## config.mk

```make
export PLATFORM = sky130hd
export DESIGN_NAME = programmable_minterm_unit
export DESIGN_NICKNAME = d
export VERILOG_FILES = /design/src/rtl/programmable_minterm_unit.sv
export SDC_FILE = /design/constraint.sdc
export NUM_CORES = 1
export LEC_CHECK = 0
export BUFFER_PORTS_ARGS = -buffer_cell sky130_fd_sc_hd__buf_2
export CAP_MARGIN = 20
export CORE_UTILIZATION = 53
export DETAILED_ROUTE_END_ITERATION = 10
export PLACE_DENSITY_LB_ADDON = 0.05
export SYNTH_ARGS = -nofsm -noshare
export SYNTH_HDL_FRONTEND = slang
export SYNTH_SLANG_ARGS = --single-unit
```

## constraint.sdc

```tcl
create_clock -name i_clk -period 2.5 [get_ports i_clk]
set_input_delay 0.375 -clock i_clk [delete_from_list [all_inputs] [get_ports i_clk]]
set_output_delay 0.375 -clock i_clk [all_outputs]
set_load 0.03 [all_outputs]
```

## src/rtl/programmable_minterm_unit.sv

```systemverilog
// Run-time programmable N_IN-input boolean function with a loadable truth table,
// a 1-deep valid/ready evaluation stage and a popcount sweep engine.
// Optional table readback port is compiled in when PMU_READBACK_EN is defined.
module programmable_minterm_unit #(
  parameter int N_IN   = 5,
  parameter int LOAD_W = 8,
  localparam int TBL    = 1 << N_IN,
  localparam int NWORDS = TBL / LOAD_W,
  localparam int IDX_W  = (NWORDS > 1) ? $clog2(NWORDS) : 1
) (
  input  logic              i_clk,
  input  logic              i_reset,
  input  logic              i_tbl_clr,
  input  logic              i_ld_valid,
  output logic              o_ld_ready,
  input  logic [LOAD_W-1:0] i_ld_data,
  output logic              o_table_valid,
  input  logic              i_in_valid,
  output logic              o_in_ready,
  input  logic [N_IN-1:0]   i_in_vec,
  output logic              o_out_valid,
  input  logic              i_out_ready,
  output logic              o_out_bit,
  input  logic              i_sweep_start,
  output logic              o_sweep_busy,
  output logic              o_sweep_done,
  output logic [N_IN:0]     o_minterm_count
`ifdef PMU_READBACK_EN
  ,
  input  logic [IDX_W-1:0]  i_rb_idx,
  output logic [LOAD_W-1:0] o_rb_data
`endif
);

  typedef enum logic [1:0] {S_LOAD = 2'd0, S_ACTIVE = 2'd1, S_SWEEP = 2'd2} state_t;

  state_t            r_state;
  state_t            w_state_nxt;
  logic [TBL-1:0]    r_table;
  logic [IDX_W-1:0]  r_idx;
  logic              r_table_valid;
  logic              r_out_valid;
  logic              r_out_bit;
  logic [N_IN-1:0]   r_sidx;
  logic [N_IN:0]     r_cnt;
  logic              r_sweep_done;
  logic [N_IN:0]     r_minterm_count;
  logic              w_ld_acc;
  logic              w_in_acc;
  logic              w_last_word;
  logic              w_sweep_go;
  logic [N_IN:0]     w_cnt_nxt;

  assign w_last_word = (r_idx == IDX_W'(NWORDS - 1));
  assign w_cnt_nxt   = r_cnt + (N_IN+1)'(r_table[r_sidx]);

  always_ff @(posedge i_clk or posedge i_reset) begin
    if (i_reset) r_state <= S_LOAD;
    else         r_state <= w_state_nxt;
  end

  always_comb begin
    w_state_nxt  = r_state;
    o_ld_ready   = 1'b0;
    o_in_ready   = 1'b0;
    o_sweep_busy = 1'b0;
    w_ld_acc     = 1'b0;
    w_in_acc     = 1'b0;
    w_sweep_go   = 1'b0;
    case (r_state)
      S_LOAD: begin
        o_ld_ready = 1'b1;
        w_ld_acc   = i_ld_valid;
        if (w_ld_acc && w_last_word) w_state_nxt = S_ACTIVE;
      end
      S_ACTIVE: begin
        o_in_ready = !r_out_valid || i_out_ready;
        w_in_acc   = i_in_valid && o_in_ready;
        // a pending result blocks the sweep so the output stage is idle on entry
        w_sweep_go = i_sweep_start && !r_out_valid;
        if (w_sweep_go) w_state_nxt = S_SWEEP;
      end
      S_SWEEP: begin
        o_sweep_busy = 1'b1;
        if (&r_sidx) w_state_nxt = S_ACTIVE;
      end
      default: w_state_nxt = S_LOAD;
    endcase
    if (i_tbl_clr) w_state_nxt = S_LOAD;
  end

  always_ff @(posedge i_clk or posedge i_reset) begin
    if (i_reset) begin
      r_table         <= '0;
      r_idx           <= '0;
      r_table_valid   <= 1'b0;
      r_out_valid     <= 1'b0;
      r_out_bit       <= 1'b0;
      r_sidx          <= '0;
      r_cnt           <= '0;
      r_sweep_done    <= 1'b0;
      r_minterm_count <= '0;
    end else if (i_tbl_clr) begin
      r_table       <= '0;
      r_idx         <= '0;
      r_table_valid <= 1'b0;
      r_out_valid   <= 1'b0;
      r_sweep_done  <= 1'b0;
    end else begin
      r_sweep_done <= 1'b0;
      if (w_ld_acc) begin
        r_table[int'(r_idx)*LOAD_W +: LOAD_W] <= i_ld_data;
        r_idx <= w_last_word ? '0 : r_idx + 1'b1;
        if (w_last_word) r_table_valid <= 1'b1;
      end
      if (w_in_acc) begin
        r_out_bit   <= r_table[i_in_vec];
        r_out_valid <= 1'b1;
      end else if (r_out_valid && i_out_ready) begin
        r_out_valid <= 1'b0;
      end
      if (w_sweep_go) begin
        r_cnt  <= '0;
        r_sidx <= '0;
      end
      if (r_state == S_SWEEP) begin
        r_cnt  <= w_cnt_nxt;
        r_sidx <= r_sidx + 1'b1;
        if (&r_sidx) begin
          r_minterm_count <= w_cnt_nxt;
          r_sweep_done    <= 1'b1;
        end
      end
    end
  end

`ifdef PMU_READBACK_EN
  logic [LOAD_W-1:0] r_rb_data;
  always_ff @(posedge i_clk or posedge i_reset) begin
    if (i_reset) r_rb_data <= '0;
    else         r_rb_data <= r_table[int'(i_rb_idx)*LOAD_W +: LOAD_W];
  end
  assign o_rb_data = r_rb_data;
`endif

  assign o_table_valid   = r_table_valid;
  assign o_out_valid     = r_out_valid;
  assign o_out_bit       = r_out_bit;
  assign o_sweep_done    = r_sweep_done;
  assign o_minterm_count = r_minterm_count;

endmodule

```

==> results of run 1 <==
-- worst paths after layout --
path	startpoint	to	slack, ns	cells after the start
max	r_sidx[0]	r_cnt[4]	-0.08	9
min	i_reset	r_cnt[4]	0.06	2
max reg2reg	r_sidx[0]	r_cnt[4]	-0.08	9
min reg2reg	o_table_valid	o_table_valid	0.50	2
max in group asynchronous	i_reset	r_table[12]	1.88	3
min in group i_clk	i_ld_data[5]	r_table[13]	0.33	3
-- power groups by stage --
stage	registers (mW)	clock network [mW]	logic, mW
CTS	0.974	0.873	0.279
finish	0.974	0.863	0.286
global placement	0.990	0	0.272
global route	0.977	0.908	0.316
detailed placement	0.991	0	0.277
floorplan	0.990	0	0.171
-- cells by family (layout without fill, tap and decap cells) --
logic type               Yosys count  after routing  synth area share [%]
AND/OR/NAND/NOR                  108            108                  16.0
adder cells (fa/ha/maj)            8              8                  3.34
buffers and inverters             19             79                  2.72
AO/OA/AOI/OAI                     68             68                  14.0
multiplexers                      30             30                  14.4
flip-flops                        57             57                  47.6
XOR/XNOR                           7              7                  2.05
-- cells in the final DEF, fill, tap and decap left out, types with 4 or more instances in the layout --
cell       n
o22ai_1    4
buf_4     24
mux4_2    10
inv_1      4
clkbuf_8  10
nand2b_1   4
dfrtp_1   57
a22o_1    12
a21oi_1   17
mux2i_1   16
nand2_1   59
nor2_1    22
buf_2     32
a22oi_1    4
o21ai_0   23
and3_1     6
ha_1       6
-- area by class of cell --
cell class | count | area share, %
multi-input combinational | 221 | 42.0
sequential | 57 | 39.2
timing repair buffer | 58 | 10.4
clock buffer | 11 | 3.88
tap | 72 | 2.47
clock inverter | 5 | 1.51
inverter | 5 | 0.515
-- through the flow --
| step | setup WS (ns) | TNS (ns) | instance area (um^2) | hold slack (ns) | instances |
|---|---|---|---|---|---|
| after global placement | -0.0827 | -0.247 | 3420 | 0.432 | 411 |
| after floorplan | -0.0556 | -0.0562 | 3030 | 0.465 | 297 |
| after CTS | -0.0947 | -0.405 | 3620 | 0.0745 | 427 |
| final | -0.0756 | -0.339 | 3640 | 0.0583 | 429 |
| after detailed placement | -0.103 | -0.412 | 3420 | 0.435 | 411 |
| after global routing | -0.174 | -1.06 | 3640 | 0.0994 | 429 |
-- registers in the layout, summed over array words and instances (netlist names) --
signal	flops
o_out_bit	1
r_table	32
r_state	2
o_out_valid	1
o_minterm_count	6
o_sweep_done	1
o_table_valid	1
r_idx	2
r_sidx	5
r_cnt	6
-- routing by layer --
layer	part of all wire [%]	global-route usage [%]	vias up
met2	46	39.9	54
met1	48	39.2	1174
met4	2.0	13.6	0
met3	4.4	4.17	11
li1	-	-	1170
met5	0	0	-
-- repair_timing --
action | in CTS | in global routing
setup buffers | 0 | 1
endpoints found under the setup margin | 8 | 10
gates resized for setup | 0 | 2
hold buffers | 0 | 0
pin swaps | 3 | 1
==> reports/qor.csv, run 1 <==
stage,metric,value,unit
power,leakage,1.73,nW
clock_tree,clockBufferDepth,2,
critical_path,worst-path-buf-inv,1,
sta,final-hold-violation-count,0,
route,avgViaCountPerCell,5.62,
status,outcome,finished with violations,
yosys,synth_cell_type_count,36,
sta,worst_pin_slew,0.995,ns
yosys,syn-num-nets,325,
yosys,ys_top_cells_by_area,"dfrtp_1 48%, mux4_2 7.5%, nand2_1 7.4%, mux2i_1 5.3%, o21ai_0 4.0%",
critical_path,cp_top_family,multiplexers,
critical_path,endpoint_kind,flip-flop,
route,drc,0,
power,swShare,26.5,%
critical_path,cp_max_fo,8,
power,intPower,1.56,mW
grt,grt_max_degree,36,
place,port_buffers,32,
yosys,yosysWarningCount,0,
grt,track_usage,27.2,%
sta,min_period_over_period,103,%
clock_tree,clk-insertion-delay-late,0.34,ns
yosys,synth_area_per_cell,10.1,um^2
clock_tree,cts.sinks,57,
power,ir_worst_vdd,0.331,mV
yosys,synth_top_cell_by_area,dfrtp_1,
clock_tree,cts_tree,yes,
cells_and_area,fillCellCount,472,
power,p_total,2.12,mW
sta,setup_viol,8,
route,via_count,2409,
cells_and_area,fin_nets,380,
power,pwr-share-clk,40.6,%
grt,grt-ovfl-total,0,
yosys,ys.flop_type,dfrtp_1,
route,wl_per_cell,17.1,um
floorplanning,die_x,77.2,um
yosys,synth_seq_cells,57,
sta,timing.fmax,388,MHz
floorplanning,dieArea,5960,um^2
grt,grt_pass1_wl,12.2,mm
place,gp_congestion,0.978,
status,violations,negative setup slack,
grt,antenna_found_initial,0,
flow_run,cap_violations,0,
yosys,synth_edf_count,0,
critical_path,path_cells,buf_12 > mux4_2 > mux4_2 > mux2_4 > ha_4 > ha_4 > nand3_2 > xor2_2 > o22ai_1,
route,dr.pass1.iters,4,
clock_tree,cts_made_buffers,9,
yosys,synthMostInstantiatedCell,nand2_1,
critical_path,cp-start-kind,flip-flop,
critical_path,worstPathRequired,2.72,ns
place,hpwl,5.28,mm
cells_and_area,drive_above_1_share,26.1,%
floorplanning,die_y,77.2,um
yosys,syn_inst,297,
critical_path,cpMaxStageDelayCell,mux4_2,
sta,fin_crit,2.58,ns
power,powerDensity,583,nW/um^2
power,p_switching,563,uW
cells_and_area,regArea,1430,um^2
clock_tree,clk_pin_slew,0.07,ns
critical_path,slowest_delay,0.50,ns
cells_and_area,antenna_cells,0,
critical_path,criticalPathCategory,flip-flop to flip-flop,
yosys,syn-cell-area,3000,um^2
clock_tree,cts-htree-levels,3,
yosys,yosysTopAreaCellShare,47.6,%
yosys,synthTopCellsByCount,"59 x nand2_1, 57 x dfrtp_1, 24 x o21ai_0",
sta,slew_headroom,33.7,%
floorplanning,io-pin-count,33,
cells_and_area,multi_input_area,1530,um^2
cells_and_area,syn_to_final_growth,21.6,%
route,routed_wl,7.32,mm
clock_tree,cts_root_buffer,clkbuf_8,
yosys,async_flop_share,100,%
critical_path,worstPathArrival,2.79,ns
min_path,hold_class,input pin to async pin,
power,pwr-share-comb,13.5,%
route,drtIter0Drc,179,
route,postRouteAntennaNets,0,
power,seq_power_share,45.9,%
floorplanning,num_rows,27,
sta,slew_viol_final,0,
sta,rsz0062_at_grt,true,
floorplanning,initial_utilization,54.7,%
cells_and_area,final_util,66.5,%
sta,worst_clock_skew,0.00983,ns
sta,timing.final.ws_setup,-0.0756,ns
grt,grt_pass1_vias,2334,
floorplanning,core_area,5470,um^2
yosys,ys_seq_area_share,47.6,%
Note: power is estimated with default switching activity, not from simulation.
==> run 2, diff against run 1 <==
--- a/config.mk
+++ b/config.mk
@@ -5,11 +5,12 @@
 export SDC_FILE = /design/constraint.sdc
 export NUM_CORES = 1
 export LEC_CHECK = 0
-export BUFFER_PORTS_ARGS = -buffer_cell sky130_fd_sc_hd__buf_2
 export CAP_MARGIN = 20
-export CORE_UTILIZATION = 53
+export CORE_UTILIZATION = 57
 export DETAILED_ROUTE_END_ITERATION = 10
+export DONT_BUFFER_PORTS = 1
 export PLACE_DENSITY_LB_ADDON = 0.05
+export SETUP_SLACK_MARGIN = 0.3
 export SYNTH_ARGS = -nofsm -noshare
 export SYNTH_HDL_FRONTEND = slang
 export SYNTH_SLANG_ARGS = --single-unit
==> run 2 against run 1 <==
Effect of this change:
- the run ends with negative hold slack, negative setup slack left
- sequential cell count is the same
- power shrank 2.2%
- routed wire length is 2.5% lower
- register-to-register slack hardly changed
- count of clock-buffer cells in the layout unchanged
- worst setup slack got worse by 0.0053 ns
- via count is 4.4% lower
- combinational power fell by 21%
- non-clock buffer count decreased by 26
- hold slack lost 0.059 ns
- sequential share of layout area is 1.0 points higher
- global-route usage up 1.9 points
- critical endpoint unchanged
- largest power group unchanged
- highest routed layer unchanged
==> reports/qor.csv, run 2 (same netlist as run 1, synthesis figures left out) <==
stage,metric,value,unit,change
sta,slew_headroom,54.1,%,+20 points
critical_path,worstSetupStartpoint,r_sidx[0],,
grt,grt-ovfl-total,0,,unchanged
route,postRouteAntennaNets,0,,unchanged
clock_tree,clk-insertion-delay-late,0.34,ns,about the same
flow_run,cap_violations,0,,unchanged
sta,timing.final.ws_setup,-0.0809,ns,-0.00528 ns
floorplanning,initial_utilization,59.0,%,+4.3 points
route,via_count,2304,,-4.4%
place,dp.cells,385,,-6.3%
cells_and_area,final_cells,401,,-6.5%
power,powerDensity,586,nW/um^2,+0.39%
floorplanning,die_y,74.5,um,-3.5%
critical_path,criticalPathCategory,flip-flop to flip-flop,,
cells_and_area,antenna_cells,0,,unchanged
route,routed_wl,7.14,mm,-2.5%
clock_tree,cts_hold_buf,0,,unchanged
sta,min_period_over_period,103,%,+0.21 points
floorplanning,io-pin-count,33,,unchanged
clock_tree,post_cts_buffers,0,,unchanged
clock_tree,cts.sinks,57,,unchanged
critical_path,cp-start-kind,flip-flop,,
sta,worst_pin_slew,0.688,ns,-0.307 ns
cells_and_area,regArea,1430,um^2,unchanged
power,leakage,1.62,nW,-6.4%
status,violations,"negative hold slack, negative setup slack",,
clock_tree,clk_pin_slew,0.07,ns,about the same
sta,slew_viol_final,0,,unchanged
cells_and_area,fin_nets,354,,-6.8%
critical_path,worstPathRequired,2.71,ns,about the same
cells_and_area,drive_above_1_share,21.5,%,-4.6 points
cells_and_area,final_cell_mix,"57 x nand2_1, 57 x dfrtp_1, 28 x buf_4",,
route,drtIter0Drc,127,,-29%
status,outcome,finished with violations,,
power,ir_worst_vdd,0.432,mV,+31%
clock_tree,cts_root_buffer,clkbuf_8,,
route,wl_per_cell,17.8,um,+4.3%
sta,setup_viol,7,,-1
floorplanning,dieArea,5550,um^2,-6.8%
cells_and_area,regMostFlops,r_table,,
sta,timing.fmax,387,MHz,-0.20%
floorplanning,die_x,74.5,um,-3.5%
cells_and_area,syn_to_final_growth,18.4,%,
route,avgViaCountPerCell,5.75,,+2.3%
place,gp_congestion,0.921,,-5.8%
grt,grt_pass1_vias,2276,,-2.5%
critical_path,rrSetupSlack,-0.08,ns,about the same
cells_and_area,multi_input_area,1550,um^2,+1.6%
clock_tree,cts_tree,yes,,
route,dr.pass1.iters,4,,unchanged
floorplanning,core_area,5070,um^2,-7.3%
critical_path,r2r-start,r_sidx[0],,
cells_and_area,fillCellCount,414,,-12%
clock_tree,cts_made_buffers,9,,unchanged
grt,antenna_found_initial,0,,unchanged
critical_path,worstPathArrival,2.79,ns,about the same
cells_and_area,largest_reg_flops,32,,unchanged
clock_tree,clockBufferDepth,2,,unchanged
sta,final-hold-violation-count,1,,+1
critical_path,crit_path_end,r_cnt[4],,
grt,track_usage,29.2,%,+1.9 points
sta,worst_clock_skew,0.00884,ns,-0.000988 ns
critical_path,r2r_end,r_cnt[4],,
place,port_buffers,0,,-100%
place,hpwl,5.30,mm,+0.45%
critical_path,cp_max_fo,4,,-4
grt,grt_pass1_wl,11.4,mm,-6.7%
critical_path,rr_worst_depth,9,,unchanged
min_path,hold_class,input pin to async pin,,
floorplanning,num_rows,26,,-3.7%
grt,grt_max_degree,32,,-11%
sta,rsz0062_at_grt,true,,
clock_tree,cts-htree-levels,3,,unchanged
sta,fin_crit,2.58,ns,+0.00528 ns
cells_and_area,final_util,69.9,%,+3.4 points
sta,hold_ws,-0.000540,ns,-0.0589 ns
route,drc,0,,unchanged
critical_path,endpoint_kind,flip-flop,,
==> run 2: cell types whose count changed in the layout (fill, tap and decap cells not counted) <==
cell | before | now
mux2_2 | 3 | 1
xnor2_1 | 3 | 2
buf_2 | 32 | 0
nand2_1 | 59 | 57
buf_12 | 2 | 1
nand3_1 | 2 | 1
o21ai_1 | 1 | 4
xnor2_2 | 0 | 1
nand2_2 | 0 | 2
o21ai_0 | 23 | 20
nand3_2 | 1 | 2
mux2_4 | 1 | 3
buf_4 | 24 | 28
buf_6 | 0 | 3
==> run 2: area by class of cell <==
class	count	share of cell area [%]
clock buffer	11	3.99
tap	70	2.47
inverter	5	0.529
multi-input combinational	221	43.8
clock inverter	5	1.55
sequential	57	40.2
timing repair buffer	32	7.44
==> run 2: stage by stage <==
step | TNS (ns) | hold slack, ns | power, mW | instance area (um^2) | setup slack [ns]
after floorplan | -0.0564 | 0.465 | 1.16 | 3040 | -0.0551
after global placement | -0.0349 | 0.390 | 1.22 | 3310 | -0.0212
after detailed placement | -0.337 | 0.389 | 1.22 | 3310 | -0.0823
after CTS | -0.426 | 0.0184 | 2.09 | 3530 | -0.0916
after global routing | -1.02 | 0.0545 | 2.15 | 3550 | -0.158
final | -0.369 | -0.000540 | 2.08 | 3550 | -0.0809
==> run 2: how the worst min path moves through the flow <==
| stage | from | endpoint | slack [ns] | cells after the start |
|---|---|---|---|---|
| after detailed placement | i_reset | o_out_bit | 0.39 | 1 |
| after global routing | i_reset | o_out_bit | 0.05 | 1 |
| after floorplan | r_table[12] | r_table[12] | 0.47 | 2 |
| final | i_reset | o_out_bit | -0.0005 | 1 |
| after CTS | i_reset | o_out_bit | 0.02 | 1 |
| after global placement | i_reset | o_out_bit | 0.39 | 1 |
==> run 2: critical path: stages (launching register included) <==
cell and delay (ns):
dfrtp_1 0.38, buf_6 0.14, mux4_2 0.49, mux4_2 0.49, mux2_4 0.29, ha_4 0.17, ha_4 0.16, nand3_2 0.09
xor2_2 0.15, o22ai_1 0.09
==> run 2: report_power, final <==
group	leakage (nW)	switching, mW	internal (mW)
combinational	0.736	0.116	0.111
clock	0.0953	0.383	0.484
sequential	0.790	0.0359	0.948
total	1.62	0.534	1.54
==> run 2: what timing repair did <==
item                                    CTS  global route
gates resized for setup                   6             4
endpoints found under the setup margin   12            12
pin swaps                                 8             5
==> run 2: routing by layer <==
metal,vias to the layer above,part of all wire (%),GRT usage [%]
met4,0,2.9,14.9
met1,1123,45,37.9
met5,-,0,0
met3,17,4.3,8.94
li1,1111,-,-
met2,53,47,44.2
